==> src/rtl/arb_request_sequencer_pkg.sv <==
// rtl/arb_request_sequencer_pkg.sv - shared state encodings and defaults for the ICE bus sequencers
package arb_request_sequencer_pkg;

    typedef enum logic [2:0] {
        ST_IDLE    = 3'd0,
        ST_ARB     = 3'd1,
        ST_WAIT    = 3'd2,
        ST_SERVE   = 3'd3,
        ST_RELEASE = 3'd4
    } seq_state_t;

    localparam int DEFAULT_TIMEOUT = 1000;
    localparam int DEFAULT_TO_W    = 16;

endpackage

==> src/rtl/arb_request_sequencer_sat_timeout_counter.sv <==
// rtl/arb_request_sequencer_sat_timeout_counter.sv - saturating service timeout counter
module sat_timeout_counter #(
    parameter int TO_W    = 16,
    parameter int TIMEOUT = 1000
) (
    input  logic clk,
    input  logic rst,
    input  logic clear,
    input  logic enable,
    output logic expire
);

    localparam logic [TO_W-1:0] LAST = TO_W'(TIMEOUT - 1);

    logic [TO_W-1:0] count;

    // Count enabled cycles; hold at all-ones rather than wrapping back to zero.
    always_ff @(posedge clk) begin
        if (rst || clear) begin
            count <= '0;
        end else if (enable && (count != '1)) begin
            count <= count + 1'b1;
        end
    end

    // The count is zero on the first enabled cycle, so this fires on enabled cycle number TIMEOUT.
    assign expire = enable && (count == LAST);

endmodule

==> src/rtl/arb_request_sequencer.sv <==
// rtl/arb_request_sequencer.sv - pends client requests, drives the arbiter and sequences one service per grant
module arb_request_sequencer
    import arb_request_sequencer_pkg::*;
#(
    parameter int WIDTH   = 8,
    parameter int TIMEOUT = DEFAULT_TIMEOUT,
    parameter int TO_W    = DEFAULT_TO_W
) (
    input  logic             clk,
    input  logic             rst,
    input  logic [WIDTH-1:0] req_in,
    output logic [WIDTH-1:0] pending,
    output logic [WIDTH-1:0] arb_requests,
    output logic             arb_enable,
    output logic             arb_latch,
    input  logic [WIDTH-1:0] arb_grants,
    input  logic             arb_granted,
    output logic             svc_valid,
    output logic [WIDTH-1:0] svc_sel,
    input  logic             svc_done,
    output logic [WIDTH-1:0] ack,
    output logic             svc_timeout
);

    seq_state_t       state;
    seq_state_t       state_n;
    logic [WIDTH-1:0] pending_q;
    logic [WIDTH-1:0] sel_q;
    logic             abort_q;
    logic             expire;
    logic             in_serve;

    assign in_serve = (state == ST_SERVE);

    sat_timeout_counter #(
        .TO_W    (TO_W),
        .TIMEOUT (TIMEOUT)
    ) u_timeout (
        .clk    (clk),
        .rst    (rst),
        .clear  (!in_serve),
        .enable (in_serve),
        .expire (expire)
    );

    // State register.
    always_ff @(posedge clk) begin
        if (rst) begin
            state <= ST_IDLE;
        end else begin
            state <= state_n;
        end
    end

    // Next-state and control outputs; everything defaults to idle/zero.
    always_comb begin
        state_n     = state;
        arb_enable  = 1'b0;
        arb_latch   = 1'b0;
        svc_valid   = 1'b0;
        svc_sel     = '0;
        ack         = '0;
        svc_timeout = 1'b0;
        case (state)
            ST_IDLE: begin
                // Looking at req_in too lets a fresh request reach ARB the very next cycle.
                if (|(pending_q | req_in)) begin
                    state_n = ST_ARB;
                end
            end
            ST_ARB: begin
                arb_enable = 1'b1;
                arb_latch  = 1'b1;
                state_n    = ST_WAIT;
            end
            ST_WAIT: begin
                // A grant that misses every live request should not happen; fall back to IDLE.
                if (arb_granted) begin
                    state_n = ST_SERVE;
                end else begin
                    state_n = ST_IDLE;
                end
            end
            ST_SERVE: begin
                svc_valid = 1'b1;
                svc_sel   = sel_q;
                if (svc_done || expire) begin
                    state_n = ST_RELEASE;
                end
            end
            ST_RELEASE: begin
                ack         = sel_q;
                svc_timeout = abort_q;
                // Latch with enable low so the arbiter drops its grant.
                arb_latch   = 1'b1;
                state_n     = ST_IDLE;
            end
            default: begin
                state_n = ST_IDLE;
            end
        endcase
    end

    // Sticky pending bits, captured grant and abort flag.
    always_ff @(posedge clk) begin
        if (rst) begin
            pending_q <= '0;
            sel_q     <= '0;
            abort_q   <= 1'b0;
        end else begin
            // New requests override the clearing ack on the same bit.
            pending_q <= (pending_q & ~ack) | req_in;
            if ((state == ST_WAIT) && arb_granted) begin
                sel_q <= arb_grants;
            end else if (state == ST_RELEASE) begin
                sel_q <= '0;
            end
            // Done on the expiry cycle counts as a normal completion.
            if (in_serve) begin
                abort_q <= expire && !svc_done;
            end else if (state == ST_RELEASE) begin
                abort_q <= 1'b0;
            end
        end
    end

    assign pending      = pending_q;
    assign arb_requests = pending_q;

endmodule

==> config.mk <==
export PLATFORM = sky130hd
export DESIGN_NAME = arb_request_sequencer
export DESIGN_NICKNAME = d
export VERILOG_FILES = /design/src/rtl/arb_request_sequencer_pkg.sv /design/src/rtl/arb_request_sequencer_sat_timeout_counter.sv /design/src/rtl/arb_request_sequencer.sv
export SDC_FILE = /design/constraint.sdc
export NUM_CORES = 1
export LEC_CHECK = 0
export ABC_AREA = 1
export ABC_CLOCK_PERIOD_IN_PS = 2200
export CAP_MARGIN = 25
export CORE_ASPECT_RATIO = 1.4
export CORE_MARGIN = 3
export CORE_UTILIZATION = 43
export CTS_CLUSTER_SIZE = 28
export DETAILED_ROUTE_END_ITERATION = 10
export MAX_ROUTING_LAYER = met4
export PLACE_DENSITY = 0.75
export SETUP_SLACK_MARGIN = 0.15
export SKIP_LAST_GASP = 1
export SLEW_MARGIN = 20
export SYNTH_ARGS = -nofsm -noshare
export SYNTH_HDL_FRONTEND = slang
export SYNTH_SLANG_ARGS = --single-unit
==> constraint.sdc <==
create_clock -name clk -period 2.2 [get_ports clk]
set_input_delay 0.44 -clock clk [delete_from_list [all_inputs] [get_ports clk]]
set_output_delay 0.44 -clock clk [all_outputs]
set_load 0.01 [all_outputs]
==> flow_summary.yaml <==
power_and_ir_drop:
  p_int_mw: 1.20
  p_clk_frac: 0.406
  p_comb_frac: 0.150
  p_leak_nw: 1.16
  p_switching_uw: 394
  ir_drop_v: 0.000392
  p_seq_frac: 0.444
  sw_frac_of_total: 0.248
  power_density_mw_per_mm2: 570
  p_total_mw: 1.59
worst_setup_path:
  worstPathRequired_ns: 1.76
  crit_path_start_kind: "flop"
  r2r-start: "u_timeout.count[0]$_SDFFE_PP0P_"
  path_class: "flop to output pin"
  slowest_stage: "clkdlybuf4s50_1"
  max_stage_delay_ns: 0.58
  arrival_ns: 1.59
  critical-path-top-delay-family: "buffers and inverters"
  cp.buffers_inverters: 2
  r2r_end: "u_timeout.count[15]$_SDFFE_PP0P_"
  crit_path_end_kind: "output pin"
  r2r_cells: 9
  cp_num_cells: 3
  cp_cell_sequence: "inv_1 -> nor3_2 -> clkdlybuf4s50_1"
  r2r_slack_ns: 0.46
  crit_fanout: 5
cells_and_area:
  multiInputGateArea_sq_mm: 0.00109
  antenna_cells: 0
  drive_above_1_share: 0.114
  nNetsFinal: 390
  area_growth_pct: 34.5
  seqCellArea_sq_um: 723
  fillers: 474
floorplanning:
  die_h_um: 88.2
  core_area_sq_mm: 0.00461
  io-pin-count: 56
  die-area_sq_mm: 0.00570
  die_width_um: 64.7
  rows: 29
  initial_core_util: 0.450
global_route:
  gr-total-overflow: 0
  grt_max_degree: 28
  grt.total_usage: 0.198
  grt_pass1_vias: 1929
  antenna_found_initial: 0
  grt_pass1_wl_um: 8560
route:
  drt-pass1-iter-count: 7
  antenna_left: 0
  drtIter0Drc: 83
  viasPerCell: 4.97
  drc_errors: 0
  wl_um: 5370
  wire_per_inst_um: 12.4
  vias: 2149
yosys:
  synthesis.nets: 338
  syn_inst: 317
  synth.distinct_cells: 30
  ys_seq_area_frac: 0.348
  ys_warn_count: 0
  synth_seq_cells: 36
  mappedNetlistArea_sq_mm: 0.00207
  syn_avg_cell_area_sq_um: 6.54
timing:
  finalCritPeriodShare: 0.921
  slew_headroom: 0.727
  grt_setup_unrepaired: "yes"
  setup_viol: 0
  fin_crit_ns: 2.03
  report.final.slew_viol_count: 0
  fin_tns_setup_ns: 0
  worst_pin_slew_ns: 0.409
  fmaxAchievable_mhz: 493
  skew_ns: 0.00891
  holdWs_ns: 0.484
  finalHoldViolations: 0
placement:
  dp_hpwl_um: 3920
  portBuffers: 55
  globalplace.congestion: 0.832
run:
  drv_cap: 0
clock_tree:
  cts_root_buf: "clkbuf_8"
  cts_made_buffers: 5
  htreeDepth: 2
  tritoncts: "yes"
  cts.sinks: 36
  clock_latency_ns: 0.29
  path_clk_slew_ns: 0.08
  cts.path.max_buffers: 2
hold_path:
  hold-path-endpoint: "sel_q[0]$_SDFFE_PP0P_"
  hold_path_class: "flop to flop"
  whs_path_depth: 2
  worstHoldStart: "sel_q[0]$_SDFFE_PP0P_"
run_status:
  outcome: "complete, no violations"
cells by family (layout without fill, tap and decap cells):
group | count (synthesis) | after routing | synth area share
compound gates | 38 | 38 | 0.112
xor+xnor | 6 | 6 | 0.0253
fa+ha+maj | 1 | 1 | 0.00603
buf+inv | 61 | 113 | 0.140
flops | 36 | 36 | 0.348
simple gates | 175 | 176 | 0.369
cell usage in the layout, fill, tap and decap left out, types with 10 or more instances in the layout:
master	instances
nand2_1	78
a21oi_2	10
clkdlybuf4s50_1	40
nor2_1	52
inv_1	41
nand3_1	22
dfxtp_1	34
a21oi_1	19
dlygate4sd2_1	10
layer usage:
layer | vias to the layer above | GRT usage | wire length (um)
li1 | 1088 | - | -
met5 | - | - | 0
met3 | 9 | 0.0359 | 249
met4 | 0 | 0.0750 | 116
met2 | 56 | 0.352 | 2820
met1 | 996 | 0.218 | 2190
per-stage QoR:
step,setup slack (ns),instances,instance area [sq um],util
after floorplan,0.694,317,2070,-
after global routing,0.113,432,2790,0.605
final,0.173,432,2790,0.605
after CTS,0.140,430,2750,0.597
after detailed placement,0.293,421,2620,0.567
after global placement,0.320,421,2620,0.567
power by group through the flow:
| stage | logic, mW | clock network [mW] | registers, mW |
|---|---|---|---|
| finish | 0.239 | 0.645 | 0.706 |
| global route | 0.261 | 0.681 | 0.710 |
| CTS | 0.237 | 0.656 | 0.700 |
| detailed placement | 0.235 | 0 | 0.711 |
| global placement | 0.231 | 0 | 0.709 |
| floorplan | 0.128 | 0 | 0.712 |
final cells by class:
cell class                 count  area share
clock inverter                 1      0.0108
multi-input combinational    221       0.392
tap                           62      0.0278
inverter                      45      0.0606
timing repair buffer          60       0.215
clock buffer                   7      0.0345
sequential                    36       0.259
synthesized netlist by cell type (all sizes together):
cell	n	area (sq um)
nor3	3	15.0
inv	44	165
nand4	8	56.3
xnor2	2	17.5
nand2	81	317
nand3b	1	7.51
o31ai	2	15.0
a21oi	29	183
xor2	4	35.0
dfxtp	36	721
nor2	58	243
buf	12	96.3
clkbuf	4	25.0
clkinv	1	3.75
o21ai	7	35.0
or2	1	6.26
nand3	23	120
ha	1	12.5
flip-flops by register name (all words and copies together) (netlist names):
signal           count
abort_q              1
sel_q                8
arb_requests         8
u_timeout.count     16
state                3
worst max path at each step:
stage | startpoint | endpoint | slack [ns]
floorplan | u_timeout.count[0]$_SDFFE_PP0P_ | u_timeout.count[10]$_SDFFE_PP0P_ | 0.69
CTS | state[2]$_SDFFE_PP0P_ | svc_sel[4] | 0.14
finish | state[0]$_SDFFE_PP0P_ | arb_enable | 0.17
global placement | state[1]$_SDFFE_PP0P_ | svc_valid | 0.32
detailed placement | state[1]$_SDFFE_PP0P_ | svc_sel[4] | 0.29
global route | state[0]$_SDFFE_PP0P_ | arb_enable | 0.11
tightest hold or removal path: cells and delay by family (launching register included):
kind,cells,cell delay (ns)
and+or+nand+nor,1,0.07
DFF,1,0.31
AOI/OAI and AO/OA,1,0.06
timing repair:
| item | 4_1_cts | 5_1_grt |
|---|---|---|
| hold buffers | 0 | 0 |
| pin swaps | 0 | 1 |
| resized for setup | 14 | 7 |
| setup buffers | 1 | 1 |
| setup endpoints to repair | 20 | 9 |
| gates cloned | 0 | 1 |
Power figures use the tool's default switching activity.
